### src/rtl/pulse_sync_pkg.sv
`default_nettype none
// +--------------------------------------------------------------------+
// | pulse_sync_pkg : shared types/constants for the pulse event queue   |
// | rev 1.0                                                              |
// +--------------------------------------------------------------------+
package pulse_sync_pkg;

  typedef enum logic [1:0] {
    ST_IDLE      = 2'd0,
    ST_FIRE      = 2'd1,
    ST_WAIT_ACK  = 2'd2,
    ST_WAIT_DONE = 2'd3
  } state_t;

  localparam int C_DEF_CNT_W  = 4;
  localparam int C_DEF_ACK_TO = 4;
  localparam int C_TMR_W      = 8;

endpackage
`default_nettype wire

### src/rtl/sat_updown_cnt.sv
`default_nettype none
// +--------------------------------------------------------------------+
// | sat_updown_cnt : saturating up/down counter with drop flag          |
// | rev 1.0                                                              |
// +--------------------------------------------------------------------+
module sat_updown_cnt #(
  parameter int W = 4
) (
  input  logic         clk,
  input  logic         rst,
  input  logic         inc,
  input  logic         dec,
  output logic [W-1:0] count,
  output logic         sat
);

  localparam logic [W:0] C_ONE = (W+1)'(1);

  logic [W-1:0] r_count;
  logic [W:0]   w_sum;

  // One extra bit exposes the overflow that a full counter would wrap into.
  always_comb begin
    w_sum = {1'b0, r_count};
    if (inc && !dec) begin
      w_sum = w_sum + C_ONE;
    end else if (dec && !inc && (r_count != '0)) begin
      w_sum = w_sum - C_ONE;
    end
  end

  assign sat   = w_sum[W];
  assign count = r_count;

  always_ff @(posedge clk or negedge rst) begin
    if (!rst) begin
      r_count <= '0;
    end else if (!w_sum[W]) begin
      r_count <= w_sum[W-1:0];
    end
  end

endmodule
`default_nettype wire

### src/rtl/pulse_evt_queue.sv
`default_nettype none
// +--------------------------------------------------------------------+
// | pulse_evt_queue : queues event pulses and issues them one at a time |
// | rev 1.0                                                              |
// +--------------------------------------------------------------------+
module pulse_evt_queue
  import pulse_sync_pkg::*;
#(
  parameter int CNT_W  = C_DEF_CNT_W,
  parameter int ACK_TO = C_DEF_ACK_TO
) (
  input  logic             clk,
  input  logic             rst,
  input  logic             evt_in,
  input  logic             sync_busy,
  input  logic             clr_err,
  output logic             sync_sig,
  output logic [CNT_W-1:0] pending,
  output logic             overflow,
  output logic             ack_timeout,
  output logic             idle
);

  localparam logic [C_TMR_W-1:0] C_TMR_LOAD = C_TMR_W'(ACK_TO - 1);
  localparam logic [C_TMR_W-1:0] C_TMR_ONE  = C_TMR_W'(1);

  state_t               r_state;
  state_t               w_state_nxt;
  logic [C_TMR_W-1:0]   r_tmr;
  logic [C_TMR_W-1:0]   w_tmr_nxt;
  logic                 w_fire_go;
  logic                 w_tmo_evt;
  logic                 w_drop;
  logic [CNT_W-1:0]     w_pending;
  logic                 r_sync_sig;
  logic                 r_overflow;
  logic                 r_ack_timeout;

  sat_updown_cnt #(
    .W (CNT_W)
  ) u_pend_cnt (
    .clk   (clk),
    .rst   (rst),
    .inc   (evt_in),
    .dec   (w_fire_go),
    .count (w_pending),
    .sat   (w_drop)
  );

  always_comb begin
    w_state_nxt = r_state;
    w_tmr_nxt   = r_tmr;
    w_fire_go   = 1'b0;
    w_tmo_evt   = 1'b0;
    case (r_state)
      ST_IDLE: begin
        if ((w_pending != '0) && !sync_busy) begin
          w_state_nxt = ST_FIRE;
          w_fire_go   = 1'b1;
        end
      end
      ST_FIRE: begin
        w_state_nxt = ST_WAIT_ACK;
        w_tmr_nxt   = C_TMR_LOAD;
      end
      ST_WAIT_ACK: begin
        // A missing ack still consumes the event; it is never re-fired.
        if (sync_busy) begin
          w_state_nxt = ST_WAIT_DONE;
        end else if (r_tmr == '0) begin
          w_state_nxt = ST_IDLE;
          w_tmo_evt   = 1'b1;
        end else begin
          w_tmr_nxt = r_tmr - C_TMR_ONE;
        end
      end
      ST_WAIT_DONE: begin
        if (!sync_busy) begin
          w_state_nxt = ST_IDLE;
        end
      end
      default: w_state_nxt = ST_IDLE;
    endcase
  end

  always_ff @(posedge clk or negedge rst) begin
    if (!rst) begin
      r_state       <= ST_IDLE;
      r_tmr         <= '0;
      r_sync_sig    <= 1'b0;
      r_overflow    <= 1'b0;
      r_ack_timeout <= 1'b0;
    end else begin
      r_state    <= w_state_nxt;
      r_tmr      <= w_tmr_nxt;
      r_sync_sig <= w_fire_go;
      // Set has priority over clear on the sticky flags.
      if (w_drop) begin
        r_overflow <= 1'b1;
      end else if (clr_err) begin
        r_overflow <= 1'b0;
      end
      if (w_tmo_evt) begin
        r_ack_timeout <= 1'b1;
      end else if (clr_err) begin
        r_ack_timeout <= 1'b0;
      end
    end
  end

  assign sync_sig    = r_sync_sig;
  assign pending     = w_pending;
  assign overflow    = r_overflow;
  assign ack_timeout = r_ack_timeout;
  assign idle        = (r_state == ST_IDLE) && (w_pending == '0);

endmodule
`default_nettype wire
### config.mk
export PLATFORM = sky130hd
export DESIGN_NAME = pulse_evt_queue
export DESIGN_NICKNAME = d
export VERILOG_FILES = /design/src/rtl/pulse_sync_pkg.sv /design/src/rtl/sat_updown_cnt.sv /design/src/rtl/pulse_evt_queue.sv
export SDC_FILE = /design/constraint.sdc
export NUM_CORES = 1
export LEC_CHECK = 0
export ABC_CLOCK_PERIOD_IN_PS = 3650
export CORE_UTILIZATION = 53
export CTS_CLUSTER_DIAMETER = 150
export CTS_CLUSTER_SIZE = 14
export DETAILED_ROUTE_END_ITERATION = 12
export DONT_BUFFER_PORTS = 1
export GPL_TIMING_DRIVEN = 1
export PLACE_DENSITY = 0.68
export SKIP_CTS_REPAIR_TIMING = 1
export SLEW_MARGIN = 5
export SYNTH_ARGS = -nofsm -noshare
export SYNTH_HDL_FRONTEND = slang
export SYNTH_HIERARCHICAL = 1
export SYNTH_SLANG_ARGS = --single-unit
### constraint.sdc
create_clock -name clk -period 3.65 [get_ports clk]
set_input_delay 0.1825 -clock clk [delete_from_list [all_inputs] [get_ports clk]]
set_output_delay 0.1825 -clock clk [all_outputs]
set_load 0.01 [all_outputs]
==> impl_metrics.csv, run 1 <==
group,metric,value,unit
global_route,grt-ovfl-total,0,
place,port_buffers,0,
worst_hold_path,hp-class,"input pin to register",
setup_path,startpoint_type,"register",
setup_path,path_buf_inv,0,
synthesis,yosysUniqueCellTypes,46,
timing,fin_skew,1.03,ps
setup_path,path_max_fanout,9,
power,power_switching,409,µW
setup_path,path_cells,"or4_1, nor4b_1, nor2b_1, o31ai_1, and2_1, o32ai_1",
run_status,outcome,"finished clean",
timing,fin_crit_sh,66.4,%
global_route,grt_pass1_wl,3360,µm
cells_and_area,final-seq-area,425,µm²
setup_path,critPathArrivalTime,2610,ps
detailed_routing,num_vias,822,
timing,worstMarginPinSlew,770,ps
detailed_routing,drc,0,
clock_tree,clock_sinks,17,
die,fp.dieArea,2150,µm²
timing,finalHoldViolCount,0,
setup_path,cp.required,3840,ps
global_route,grt_pass1_vias,756,
power,pwr-share-clk,10.9,%
power,peakVddDrop,0.443,mV
detailed_routing,wl,1970,µm
cells_and_area,diodes,0,
cells_and_area,n_fill_cell,161,
synthesis,seq_area_frac_synth,40.9,%
clock_tree,cts_tree,"done",
synthesis,syn_nets,116,
synthesis,ys_ff_latch,17,
cells_and_area,drive_gt1_share,10.0,%
clock_tree,clk_pin_slew,100,ps
cells_and_area,multi_input_area,577,µm²
setup_path,setup.worst_path.end_class,"register",
synthesis,async_flop_share,100,%
synthesis,syn-cell-area,1040,µm²
clock_tree,htree_levels,1,
power,powerDensity,823,nW/µm²
timing,min_period,2420,ps
detailed_routing,dr.pass1.iters,4,
timing,rsz0062_at_grt,"no",
clock_tree,numCtsBuffers,3,
place,dp_cells,129,
timing,finalSetupTns,0,ps
timing,slew_violations,0,
setup_path,cpMaxStageDelayCell,"nor4b_1",
clock_tree,cts_root_buf,"clkbuf_4",
place,place_congestion,0.969,
synthesis,synth_most_common_cell,"dfrtp_1",
power,internal_power,501,µW
power,p_comb_share,45.0,%
power,leakage,0.503,nW
synthesis,syn_avg_cell_area,9.82,µm²
detailed_routing,via_per_inst,6.09,
detailed_routing,detail_route.wl_per_cell,14.6,µm
cells_and_area,finalNonFillerCells,135,
die,row_count,15,
place,hpwlAfterDp,1400,µm
die,die_y,46.3,µm
run,cap_violations,0,
power,seq_power_share,44.0,%
timing,slew_headroom,47.9,%
timing,setup_viol,0,
global_route,grt_util_all_layers,22.3,%
synthesis,synthFlopType,"dfrtp_1",
die,start_util,58.4,%
die,fp.dieW,46.3,µm
clock_tree,cts_buffer_depth,2,
cells_and_area,layout-area-overhead-vs-synth,6.25,%
synthesis,synthCells,106,
clock_tree,insertion_delay,280,ps
synthesis,ys_top_cells_by_area,"dfrtp_1, ha_1, nor2_1, xor2_1, inv_1",
die,num_io_pins,13,
die,core-area,1780,µm²
setup_path,critical_path.max_stage_delay,640,ps
detailed_routing,drt_iter0_drc,28,
synthesis,synth-edff-count,0,
synthesis,synth_commonest_cells,"dfrtp_1, nor2_1, inv_1, ha_1, nor3_1",
synthesis,yosysWarnings,6,
detailed_routing,drtAntennaViolNets,0,
global_route,grt_start_max_net_pins,18,
setup_path,critical-path-top-delay-family,"simple AND/OR/NAND/NOR gates",
global_route,antenna_found_initial,0,
power,switching_share,44.9,%
cells_and_area,nets,121,
synthesis,synth_top_area_share,40.9,%
timing,fmax,413,MHz
synthesis,synth.largest_area_cell,"dfrtp_1",
setup_path,crit_type,"register to register",
[path summary, 6_finish.rpt]
path	startpoint	to	slack, ps	cells past startpoint
max in group asynchronous	rst	u_pend_cnt/count[2]	2750	1
min in group asynchronous	rst	u_pend_cnt/count[1]	410	1
hold / removal	sync_busy	sync_sig	20	1
setup reg to reg	u_pend_cnt/count[3]	u_pend_cnt/count[3]	1230	6
hold reg to reg	r_tmr[0]	r_tmr[0]	540	1
setup / recovery	u_pend_cnt/count[3]	u_pend_cnt/count[3]	1230	6
[per-layer routing]
metal  vias to the layer above  GRT usage, %  share of wire [%]
li1                        395             -                  -
met1                       397          33.0                 50
met2                        26          30.3                 44
met3                         4          5.10                4.8
met4                         0          10.6                1.3
met5                         -             0                  0
[area by class of cell]
cell class	count	share of cell area [%]
clock buffers	4	2.38
inverters	7	2.38
multi-input cells	80	52.1
flip-flops and latches	17	38.5
well taps	25	2.83
repair buffers	2	1.81
[flip-flops by register name (all words and copies together), names as in the netlist]
register / cells
ack_timeout: 1
r_tmr: 8
overflow: 1
sync_sig: 1
u_pend_cnt/count: 4
r_state: 2
[placed cells by master (no fill, tap or decap), types with 2 or more instances in the layout]
cell type and instances:
clkbuf_4 3, ha_1 5, nand2b_1 2, o2111ai_1 2
and2_1 2, a311oi_1 2, nand2_1 4, a21oi_1 3
nor2_1 15, mux2i_1 2, inv_1 7, dfrtp_1 17
nor3_1 5, xor2_1 4, dlygate4sd3_1 2, nor2b_1 3
a21o_1 2
[power groups by stage]
stage                     registers, mW  clock network (mW)  logic [mW]
after floorplan                   0.365                   0       0.356
after detailed placement          0.404                   0       0.396
after CTS                         0.401               0.103       0.402
final                             0.401              0.0994       0.410
after global placement            0.400                   0       0.396
after global routing              0.419               0.111       0.461
[metrics by stage]
step	setup WS [ps]	area [µm²]	utilization (%)	total power, mW	hold WS (ps)
after floorplan	1590	1040	-	0.721	-113
after global placement	1380	1060	59.4	0.796	-113
after detailed placement	1280	1060	59.4	0.800	-113
after CTS	1250	1090	60.9	0.906	-427
after global routing	1030	1110	62.0	0.991	7.87
final	1230	1110	62.0	0.910	18.4
[cell families after synthesis]
family | Yosys count | share of synthesized area [%]
mux | 3 | 3.00
compound gates | 24 | 18.6
flops | 17 | 40.9
fa+ha+maj | 5 | 6.01
xor+xnor | 5 | 4.21
buf+inv | 9 | 3.73
simple gates | 43 | 23.6
No activity file was read; power rests on OpenSTA's default activity.
==> inputs of run 2 (changes only) <==
Settings changed: ABC_AREA from default to 1, ABC_CLOCK_PERIOD_IN_PS 3650 to 2000, PLACE_DENSITY 0.68 to 0.71.
Clock period 3.65 ns to 2 ns, I/O delays scaled along.
==> impl_metrics.csv, run 2 <==
group,metric,value,unit
global_route,grt-ovfl-total,0,
global_route,grt_pass1_vias,1068,
synthesis,synth_most_common_cell,"nand2_1",
power,seq_power_share,31.0,%
worst_hold_path,holdPathEnd,"sync_sig",
power,p_comb_share,58.3,%
timing,min_period,1620,ps
global_route,top_usage_layer,"met2",
cells_and_area,layout-area-overhead-vs-synth,8.29,%
cells_and_area,final_common_cell,"nand2_1",
detailed_routing,drt_iter0_drc,25,
synthesis,synthFlopType,"dfrtp_1",
power,internal_power,875,µW
timing,fin_crit_sh,81.1,%
setup_path,cp.required,2180,ps
timing,finalSetupTns,0,ps
clock_tree,htree_levels,1,
synthesis,syn_nets,176,
power,powerDensity,1320,nW/µm²
synthesis,synth.largest_area_cell,"dfrtp_1",
global_route,grt_pass1_wl,4440,µm
global_route,antenna_found_initial,0,
setup_path,crit_type,"register to register",
detailed_routing,wl,2530,µm
global_route,grt_util_all_layers,23.3,%
timing,setup_viol,0,
clock_tree,clk_pin_slew,110,ps
die,die_y,50.3,µm
power,peakVddDrop,0.783,mV
setup_path,startpoint_type,"register",
detailed_routing,drtAntennaViolNets,0,
place,port_buffers,0,
timing,fmax,617,MHz
clock_tree,cts_buffer_depth,2,
setup_path,path_max_fanout,7,
die,row_count,17,
setup_path,cp-startpoint,"u_pend_cnt/count[0]",
global_route,met1_usage,26.4,%
power,power,1.76,mW
timing,fin_skew,8.56,ps
setup_path,ff2ff_path_depth,11,
global_route,grt_start_max_net_pins,18,
setup_path,critPathArrivalTime,1810,ps
synthesis,ys_ff_latch,17,
cells_and_area,top_register,"r_tmr",
worst_hold_path,min_from,"sync_busy",
detailed_routing,via_per_inst,5.25,
cells_and_area,drive_gt1_share,21.1,%
power,pwr-share-clk,10.6,%
detailed_routing,drc,0,
setup_path,regToRegEndpoint,"u_pend_cnt/count[1]",
run,cap_violations,0,
die,start_util,55.9,%
setup_path,reg2reg_from,"u_pend_cnt/count[0]",
detailed_routing,detail_route.wl_per_cell,12.4,µm
timing,slew_headroom,46.7,%
synthesis,synth_top_area_share,34.4,%
cells_and_area,layout_common_cells,"nand2_1, inv_1, nor2_1",
run_status,outcome,"finished clean",
detailed_routing,num_vias,1066,
cells_and_area,nets,186,
setup_path,setup.worst_path.end_class,"register",
timing,rsz0062_at_grt,"no",
synthesis,seq_area_frac_synth,34.4,%
die,fp.dieW,50.3,µm
timing,finalHoldViolCount,0,
worst_hold_path,hp-class,"input pin to register",
global_route,grt_use_met2,44.0,%
timing,whs,14.5,ps
timing,worstMarginPinSlew,797,ps
detailed_routing,dr.pass1.iters,4,
place,place_congestion,0.844,
synthesis,yosysWarnings,6,
clock_tree,insertion_delay,290,ps
timing,slew_violations,0,
power,leakage,0.713,nW
power,power_switching,888,µW
die,num_io_pins,13,
die,core-area,2210,µm²
synthesis,syn_avg_cell_area,7.45,µm²
cells_and_area,diodes,0,
synthesis,syn-cell-area,1240,µm²
clock_tree,cts_root_buf,"clkbuf_4",
global_route,grtUsageMet3,3.03,%
clock_tree,cts_tree,"done",
worst_hold_path,whs_path_depth,3,
clock_tree,numCtsBuffers,3,
setup_path,reg2reg_slack,380,ps
synthesis,synthCells,166,
cells_and_area,largest_reg_flops,8,
synthesis,synth_commonest_cells,"nand2_1, inv_1, nor2_1, dfrtp_1, nand3_1",
synthesis,yosysUniqueCellTypes,25,
die,fp.dieArea,2530,µm²
synthesis,synth-edff-count,0,
synthesis,async_flop_share,100,%
synthesis,ys_top_cells_by_area,"dfrtp_1, nand2_1, inv_1, nor2_1, ha_1",
place,hpwlAfterDp,1970,µm
clock_tree,clock_sinks,17,
power,switching_share,50.3,%
==> run 2: cell count changes in the layout (fill, tap and decap cells not counted), moves of 3 or more <==
cell / previous run / this run
nand3_1: 1 / 11
nor2_2: 0 / 6
inv_2: 0 / 4
buf_4: 0 / 3
nand2_1: 4 / 47
nor3_1: 5 / 0
nor2_1: 15 / 18
nor2b_1: 3 / 0
inv_1: 7 / 19
nand2_2: 0 / 8
nand4_1: 1 / 6
nor2_4: 0 / 4
==> run 2: logic make-up after synthesis <==
| family | synth area share [%] |
|---|---|
| AO/OA/AOI/OAI | 3.84 |
| XOR/XNOR | 2.83 |
| adder cells (fa/ha/maj) | 5.06 |
| buffers and inverters | 8.29 |
| flip-flops | 34.4 |
| AND/OR/NAND/NOR | 45.6 |
==> run 2: per-layer routing <==
| layer | vias to the layer above | wire length, µm |
|---|---|---|
| li1 | 539 | - |
| met1 | 499 | 1020 |
| met2 | 24 | 1390 |
| met3 | 4 | 85 |
| met4 | 0 | 37 |
| met5 | - | 0 |
==> run 2: cell type report <==
class	count	area, µm²
clock buffer	4	26.3
fill	213	872
inverter	24	91.3
multi-input combinational	124	709
sequential	17	425
tap	28	35.0
timing repair buffer	6	52.6
==> run 2: worst max-delay path by stage <==
stage	endpoint	slack, ps	cells past startpoint
6_report	u_pend_cnt/count[1]	380	11
2_1_floorplan	u_pend_cnt/count[3]	470	11
4_1_cts	u_pend_cnt/count[1]	370	11
3_3_place_gp	u_pend_cnt/count[1]	440	11
5_1_grt	u_pend_cnt/count[3]	220	11
3_5_place_dp	u_pend_cnt/count[1]	370	11
==> run 2: critical path, stage by stage (launching register included) <==
cell     delay [ps]
dfrtp_1         510
nor2_1           70
nand2_1          80
nand2_1          70
nor2_1          150
inv_2            60
nor2_2          170
nand4_2         160
nand2_2         120
nor2_4           50
nand2_1          50
nand2_1          40
==> run 2: through the flow <==
stage / util (%) / setup slack, ps / instance area [µm²] / instances
floorplan: - / 467 / 1240 / 166
global placement: 58.0 / 439 / 1280 / 196
global route: 60.6 / 223 / 1340 / 203
detailed placement: 58.0 / 375 / 1280 / 196
finish: 60.6 / 378 / 1340 / 203
CTS: 59.2 / 369 / 1310 / 200
==> run 2: power groups by stage <==
stage	registers, mW	clock network, mW	logic (mW)
floorplan	0.572	0	0.793
global placement	0.552	0	0.986
detailed placement	0.556	0	1.02
CTS	0.548	0.193	1.02
global route	0.564	0.207	1.16
finish	0.547	0.187	1.03
==> inputs of run 3 (changes only) <==
Settings changed: ABC_CLOCK_PERIOD_IN_PS 2000 to 1400.
Clock period 2 ns to 1.4 ns, I/O delays scaled along.
==> impl_metrics.csv, run 3 (same netlist as run 2, synthesis figures left out) <==
group,metric,value,unit
run_status,outcome,"finished with violations",
run_status,violations,"setup timing",
detailed_routing,dr.pass1.iters,4,
timing,layout_setup_ws,-98.1,ps
detailed_routing,wl,3070,µm
timing,setup_viol,11,
detailed_routing,via_per_inst,5.31,
power,powerDensity,2000,nW/µm²
cells_and_area,nets,207,
die,core-area,2210,µm²
cells_and_area,finalNonFillerCells,224,
cells_and_area,diodes,0,
setup_path,crit_type,"register to register",
cells_and_area,drive_gt1_share,43.4,%
cells_and_area,top_register,"r_tmr",
setup_path,critPathArrivalTime,1690,ps
die,die_y,50.3,µm
detailed_routing,drtAntennaViolNets,0,
timing,fmax,668,MHz
global_route,grt_pass1_vias,1003,
global_route,grt_util_all_layers,22.3,%
die,num_io_pins,13,
timing,slew_headroom,46.3,%
timing,fin_skew,2.54,ps
die,fp.dieArea,2530,µm²
clock_tree,htree_levels,1,
timing,worstMarginPinSlew,803,ps
cells_and_area,layout_common_cells,"nand2_1, buf_4, dfrtp_1",
clock_tree,numCtsBuffers,3,
setup_path,setup.worst_path.end_class,"register",
timing,finalHoldViolCount,0,
global_route,grt-ovfl-total,0,
place,hpwlAfterDp,1920,µm
clock_tree,insertion_delay,290,ps
clock_tree,cts_buffer_depth,2,
place,dp_cells,206,
place,dpl-instance-area,1370,µm²
global_route,antenna_found_initial,0,
clock_tree,cts_tree,"done",
cells_and_area,layout-area-overhead-vs-synth,32.7,%
setup_path,cp.required,1590,ps
detailed_routing,num_vias,1190,
worst_hold_path,hp-class,"input pin to register",
clock_tree,clock_sinks,17,
timing,rsz0062_at_grt,"yes",
cells_and_area,largest_reg_flops,8,
global_route,grt_start_max_net_pins,18,
place,port_buffers,0,
power,peakVddDrop,1.44,mV
cells_and_area,final_common_cell,"nand2_1",
place,place_congestion,0.953,
clock_tree,cts_root_buf,"clkbuf_4",
die,fp.dieW,50.3,µm
timing,fin_crit_sh,107,%
cells_and_area,fin_area,1640,µm²
detailed_routing,drc,0,
global_route,grt_pass1_wl,4280,µm
detailed_routing,detail_route.wl_per_cell,13.7,µm
detailed_routing,drt_iter0_drc,37,
setup_path,path_max_fanout,4,
die,row_count,17,
timing,slew_violations,0,
run,cap_violations,0,
timing,min_period,1500,ps
cells_and_area,fin_util,74.2,%
setup_path,startpoint_type,"register",
die,start_util,55.9,%
clock_tree,clk_pin_slew,110,ps
setup_path,reg2reg_slack,-100,ps
power,leakage,0.812,nW
-- run 3: layout make-up --
cell class              count  area (µm²)
well taps                  28        35.0
repair buffers             27         218
clock buffers               4        26.3
flip-flops and latches     17         428
multi-input cells         124         838
inverters                  24        96.3
fillers                   155         571
-- run 3: final timing paths --
path	cells past startpoint	startpoint	endpoint
worst min-delay path	5	sync_busy	r_tmr[7]
max in group asynchronous	1	rst	u_pend_cnt/count[3]
worst max register to register	10	r_state[1]	u_pend_cnt/count[3]
worst min register to register	2	overflow	overflow
min in group asynchronous	1	rst	sync_sig
worst max-delay path	10	r_state[1]	u_pend_cnt/count[3]
-- run 3: critical path, stage by stage, from the launching register on --
cell,delay (ps)
dfrtp_1,400
nor2_2,160
inv_2,70
nor2_4,90
inv_2,70
nor2_4,160
nand2_4,80
nand2_4,80
nand3_2,110
nand2_1,110
nand2_1,70
-- run 3: routing by layer --
layer,vias to the layer above,routed length [µm],GRT usage [%]
li1,581,-,-
met1,577,1420,30.9
met2,28,1500,36.0
met3,4,111,3.03
met4,0,34,6.94
met5,-,0,0
-- run 3: metrics by stage --
stage	setup TNS [ps]	worst slack (ps)	total power [mW]	hold slack, ps
after global routing	-1330	-135	3.52	43.4
after detailed placement	-257	-54.6	2.47	-225
after floorplan	0	2.15	1.97	-226
final	-414	-98.1	3.29	53.4
after CTS	-433	-87.4	2.75	-550
after global placement	-44.9	-21.9	2.42	-225
-- run 3: power by group --
part	leakage, nW	switching, mW	internal, mW
clock	0.0150	0.167	0.111
combinational	0.576	1.31	0.934
sequential	0.221	0.127	0.640
